`src/rtl/spi_master_arbiter.sv`:
```
// Round-robin arbiter sharing one spi_master between N_REQ requesters.
// Each grant issues one write or read command, tracks spi_busy to completion and returns the read word with a done pulse.
module spi_master_arbiter #(
  parameter int N_REQ           = 4,
  parameter int MOSI_DATA_WIDTH = 8,
  parameter int MISO_DATA_WIDTH = 8,
  parameter int BUSY_TIMEOUT    = 255
) (
  input  logic                               clk,
  input  logic                               rst,
  input  logic [N_REQ-1:0]                   req,
  input  logic [N_REQ-1:0]                   req_rd_nwr,
  input  logic [N_REQ*MOSI_DATA_WIDTH-1:0]   req_data,
  output logic [N_REQ-1:0]                   gnt,
  output logic                               done,
  output logic [$clog2(N_REQ)-1:0]           done_id,
  output logic                               done_err,
  output logic [MISO_DATA_WIDTH-1:0]         rdata,
  output logic                               spi_wr_cmd,
  output logic                               spi_rd_cmd,
  output logic [MOSI_DATA_WIDTH-1:0]         mosi_data,
  input  logic                               spi_busy,
  input  logic [MISO_DATA_WIDTH-1:0]         miso_data
);

  localparam int IDW = $clog2(N_REQ);
  localparam int CW  = $clog2(BUSY_TIMEOUT + 1);

  localparam logic [2:0] S_IDLE      = 3'd0;
  localparam logic [2:0] S_ISSUE     = 3'd1;
  localparam logic [2:0] S_WAIT_BUSY = 3'd2;
  localparam logic [2:0] S_WAIT_DONE = 3'd3;
  localparam logic [2:0] S_DONE      = 3'd4;

  logic [2:0]     state;
  logic [IDW-1:0] ptr;
  logic [IDW-1:0] id_q;
  logic           dir_q;
  logic [CW-1:0]  cnt;
  logic [IDW-1:0] pick;

  // First set request at or after p, wrapping modulo N_REQ.
  function automatic logic [IDW-1:0] rr_pick(input logic [N_REQ-1:0] r,
                                             input logic [IDW-1:0]   p);
    logic           found;
    logic [IDW-1:0] sel;
    logic [IDW-1:0] ii;
    int unsigned    idx;
    found = 1'b0;
    sel   = '0;
    for (int unsigned k = 0; k < N_REQ; k++) begin
      idx = (32'(p) + k) % 32'(N_REQ);
      ii  = IDW'(idx);
      if (!found && r[ii]) begin
        found = 1'b1;
        sel   = ii;
      end
    end
    return sel;
  endfunction

  always_comb pick = rr_pick(req, ptr);

  always_ff @(posedge clk) begin
    if (rst) begin
      state      <= S_IDLE;
      ptr        <= '0;
      id_q       <= '0;
      dir_q      <= 1'b0;
      cnt        <= '0;
      gnt        <= '0;
      done       <= 1'b0;
      done_id    <= '0;
      done_err   <= 1'b0;
      rdata      <= '0;
      spi_wr_cmd <= 1'b0;
      spi_rd_cmd <= 1'b0;
      mosi_data  <= '0;
    end else begin
      case (state)
        S_IDLE: begin
          if (|req) begin
            gnt       <= N_REQ'(1) << pick;
            id_q      <= pick;
            dir_q     <= req_rd_nwr[pick];
            mosi_data <= req_data[pick*MOSI_DATA_WIDTH +: MOSI_DATA_WIDTH];
            state     <= S_ISSUE;
          end
        end
        S_ISSUE: begin
          spi_rd_cmd <= dir_q;
          spi_wr_cmd <= ~dir_q;
          cnt        <= CW'(BUSY_TIMEOUT);
          state      <= S_WAIT_BUSY;
        end
        S_WAIT_BUSY: begin
          cnt <= cnt - 1'b1;
          if (spi_busy) begin
            spi_rd_cmd <= 1'b0;
            spi_wr_cmd <= 1'b0;
            state      <= S_WAIT_DONE;
          end else if (cnt == CW'(1)) begin
            // Expires on the decrement to zero so the cmd stays high exactly BUSY_TIMEOUT cycles.
            spi_rd_cmd <= 1'b0;
            spi_wr_cmd <= 1'b0;
            done       <= 1'b1;
            done_id    <= id_q;
            done_err   <= 1'b1;
            rdata      <= '0;
            gnt        <= '0;
            ptr        <= (id_q == IDW'(N_REQ - 1)) ? '0 : id_q + 1'b1;
            state      <= S_DONE;
          end
        end
        S_WAIT_DONE: begin
          if (!spi_busy) begin
            done     <= 1'b1;
            done_id  <= id_q;
            done_err <= 1'b0;
            rdata    <= dir_q ? miso_data : '0;
            gnt      <= '0;
            ptr      <= (id_q == IDW'(N_REQ - 1)) ? '0 : id_q + 1'b1;
            state    <= S_DONE;
          end
        end
        S_DONE: begin
          done     <= 1'b0;
          done_err <= 1'b0;
          state    <= S_IDLE;
        end
        default: state <= S_IDLE;
      endcase
    end
  end

endmodule

```
`config.mk`:
```
export PLATFORM = sky130hd
export DESIGN_NAME = spi_master_arbiter
export DESIGN_NICKNAME = d
export VERILOG_FILES = /design/src/rtl/spi_master_arbiter.sv
export SDC_FILE = /design/constraint.sdc
export NUM_CORES = 1
export LEC_CHECK = 0
export CAP_MARGIN = 20
export CORE_ASPECT_RATIO = 0.7
export CORE_MARGIN = 1
export CORE_UTILIZATION = 45
export DETAILED_ROUTE_END_ITERATION = 6
export PLACE_DENSITY = 0.85
export RECOVER_POWER = 25
export SLEW_MARGIN = 20
export SYNTH_ARGS = -nofsm -noshare
export SYNTH_HDL_FRONTEND = slang
export SYNTH_SLANG_ARGS = --single-unit
```
`constraint.sdc`:
```
create_clock -name clk -period 2.2 [get_ports clk]
set_input_delay 0.33 -clock clk [delete_from_list [all_inputs] [get_ports clk]]
set_output_delay 0.33 -clock clk [all_outputs]
set_load 0.05 [all_outputs]
```
==> key figures <==
Run status
  – Status: finished clean

Hold path
  – Hold crit path type: reg2reg

Critical path
  – Number of cells on the critical path: 6
  – Crit Path Class: in2reg
  – R2R setup slack: between 0.2 and 0.3 ns
  – Delay-heaviest family, CP: simple AND/OR/NAND/NOR gates
  – Max stage delay on crit path: just over 0.6 ns
  – Kind of start point of the critical path: input pin
  – Worst Setup SP: req[0]
  – R2r worst-path depth: 5
  – Worst Path Required: between 2 and 2.5 ns
  – Worst Path Max Fanout: 6
  – Critical-path cell list: clkdlybuf4s50_1, or4_4, and2_0, buf_4, o21ai_0, a211oi_1
  – CP Capture Type: flip-flop
  – Slowest CP cell: or4_4
  – Crit path to: mosi_data[2]$_SDFFE_PP0P_
  – Reg-to-reg critical path startpoint: state[0]$_SDFFE_PP0P_
  – Critical Path AT: 2.21 ns
  – FF-to-FF End: mosi_data[7]$_SDFFE_PP0P_
  – CP bufs+invs: 2

Floorplanning
  – Die Span Y: 59.8 um
  – Top-Level Pins: 77
  – Initial cell density of the core: 0.483
  – Row Count: 20
  – Core Area: 4450 sq um
  – Die Area: 5060 sq um
  – Chip width: 84.6 um

Pwr
  – Post-layout power: 2.97 mW
  – P_leak: between 1 and 1.5 nW
  – Max VDD drop: 0.000456 V
  – PD cells: 941 nW/um^2

STA
  – WHS: approximately 0.45 ns
  – RSZ-0062 raised after global routing: false
  – Slew margin rel.: 0.652
  – Final period util: 0.923
  – Fmax: 493 MHz
  – Worst Tran Pin Value: between 0.5 and 0.6 ns
  – Final hold vios: 0
  – Clk_skew: 0.0106 ns
  – Slew Limit Fails: 0
  – Tmin final: 2.03 ns
  – Final Setup Violations: 0

GRT
  – Initial antenna violation count: 0
  – Largest net degree at the start of global routing: 22
  – GRT Residual Overflow: 0
  – Total GRT Usage: 0.242
  – First-pass GRT wire length: around 9500 um
  – Vias in the first global route: 2,021

Finish
  – Fin cells: 398
  – Final nets: 396
  – Finished Core Util: 0.708
  – Share of cells above drive strength 1: 0.0991
  – Antenna fix cells: 0
  – Layout area overhead: 46.6%

Synthesis
  – Netlist cell types: 44
  – Post-synthesis cell area: about 2200 sq um
  – YS warnings: 0
  – Top area cells in the synthesized netlist: dfxtp_1 (39%), a21oi_1 (7.2%), nand2_1 (5.9%), a211oi_1 (4.9%), mux2i_1 (4.7%)
  – Avg Cell Area, Syn: 8.24 sq um
  – Syn Nets: 315
  – Dominant cell type by area after synthesis: dfxtp_1
  – Area share of the largest cell type after synthesis: 0.391
  – Number of synthesized register bits: 42
  – Post-synthesis sequential area ratio: 0.391
  – Cells after Synth: 261

Route
  – Routed len/inst: approximately 15 um
  – Vias per cell: about 5.6
  – Antenna-violating nets left: 0
  – Via count: 2,230
  – Residual DRC: 0
  – Total wire length: 5990 um
  – Initial DRT Pass Iterations: 4
  – Initial DRC Count: 129

CTS
  – Num Clock Sinks: 42
  – CTS tree: yes
  – Clock transition at path regs: 0.09 ns
  – Clk_lat worst skew: 0.30 ns
  – Postcts setup bufs: 0
  – CTS root buffer: clkbuf_8
  – H-tree lvl count: 2
  – Clock Tree Buf Depth: 2
  – Hold-fix buffers at CTS: 0
  – Resize count post-CTS: 0
  – Cts bufs inserted: 5

Placed design
  – Number of port buffers: 76
  – Post-DP HPWL: 4570 um
  – DP Cell Count: slightly below 400
  – Placer Congestion: approximately 0.84

Job
  – Max cap viols: 0
cells in the mapped netlist:
cell      count
or2b_1        1
nand2_1      34
and2_1        1
a41o_1        2
and4_1        1
a31oi_1       1
nor2_1       19
nor2b_1       5
buf_2         3
xor2_1        5
inv_1         4
nand2b_1      4
and3_1        2
a21oi_1      31
nor3_2        1
inv_2         2
or4_1         1
buf_4         3
ha_1          3
o21ai_0       5
xnor2_1       1
dfxtp_1      42
or4_4         1
a211oi_1     14
mux2i_1      10
a32oi_1       2
a311oi_2      1
nor4bb_1      1
nand3_1      12
o21ai_1       6
nand3b_1      1
nand4_1       1
nand2_4       1
o311ai_1      1
or3_1         3
nor3_1       14
nor4_2        1
or2_1         1
o21ai_2       2
a211oi_2      5
a21o_1        1
o221a_1       2
mux2_1        1
clkbuf_1      9
registers in the layout, indices dropped and copies added (netlist names):
signal      flops
rdata           8
done_err        1
dir_q           1
done            1
cnt             8
mosi_data       8
ptr             2
gnt             4
spi_wr_cmd      1
done_id         2
id_q            2
spi_rd_cmd      1
state           3
worst register-to-register path: stages, from the launching register on:
cell and delay (ns):
dfxtp_1 0.42, nor3_2 0.37, nand2_4 0.13, or3_1 0.53
a211oi_2 0.27, a211oi_1 0.08
cell type report:
cell class,count,area (sq um)
clock buffer,5,68.8
multi-input combinational,198,1220
fill,360,1300
tap,55,68.8
clock inverter,3,68.8
sequential,42,841
inverter,6,22.5
timing repair buffer,89,867
through the flow:
stage	setup WS, ns	TNS, ns	area (sq um)
3_3_place_gp	0.0342	0	3020
4_1_cts	0.244	0	3160
2_1_floorplan	0.564	0	2150
6_report	0.170	0	3150
5_1_grt	0.101	0	3150
3_5_place_dp	-0.0497	-0.249	3020
cell families after synthesis:
logic type	after synthesis	synth area share
buf+inv	21	0.0436
simple gates	105	0.243
fa+ha+maj	3	0.0175
compound gates	73	0.229
flops	42	0.391
mux	11	0.0518
xor+xnor	6	0.0244
power by group:
group | internal (mW) | switching (mW)
Combinational | 0.488 | 0.690
Clock | 0.455 | 0.281
Sequential | 0.909 | 0.144
worst min path at each step:
stage | to | cells after the start | slack [ns] | from
after floorplan | done_id[1]$_SDFFE_PP0P_ | 2 | 0.45 | id_q[1]$_SDFFE_PP0P_
after global placement | rdata[5]$_SDFFE_PP0P_ | 2 | 0.44 | rdata[5]$_SDFFE_PP0P_
after detailed placement | rdata[3]$_SDFFE_PP0P_ | 2 | 0.45 | rdata[3]$_SDFFE_PP0P_
after CTS | rdata[5]$_SDFFE_PP0P_ | 2 | 0.46 | rdata[5]$_SDFFE_PP0P_
after global routing | rdata[1]$_SDFFE_PP0P_ | 2 | 0.48 | rdata[1]$_SDFFE_PP0P_
final | rdata[3]$_SDFFE_PP0P_ | 2 | 0.45 | rdata[3]$_SDFFE_PP0P_
metal layers:
layer  track usage  routed length [um]  up-vias
li1              -                   -     1108
met1         0.323                2830     1041
met2         0.402                2740       67
met3        0.0470                 344       14
met4        0.0775                  87        0
met5             0                   0        -
layout by cell type (no fill, tap or decap), types with 6 or more instances in the layout:
cell             instances
clkdlybuf4s50_1         75
dfxtp_1                 42
nand2_1                 34
a21oi_1                 31
nor2_1                  19
nor3_1                  14
a211oi_1                14
nand3_1                 12
buf_4                   11
mux2i_1                 10
o21ai_0                  6
No activity file was read; power rests on OpenSTA's default activity.
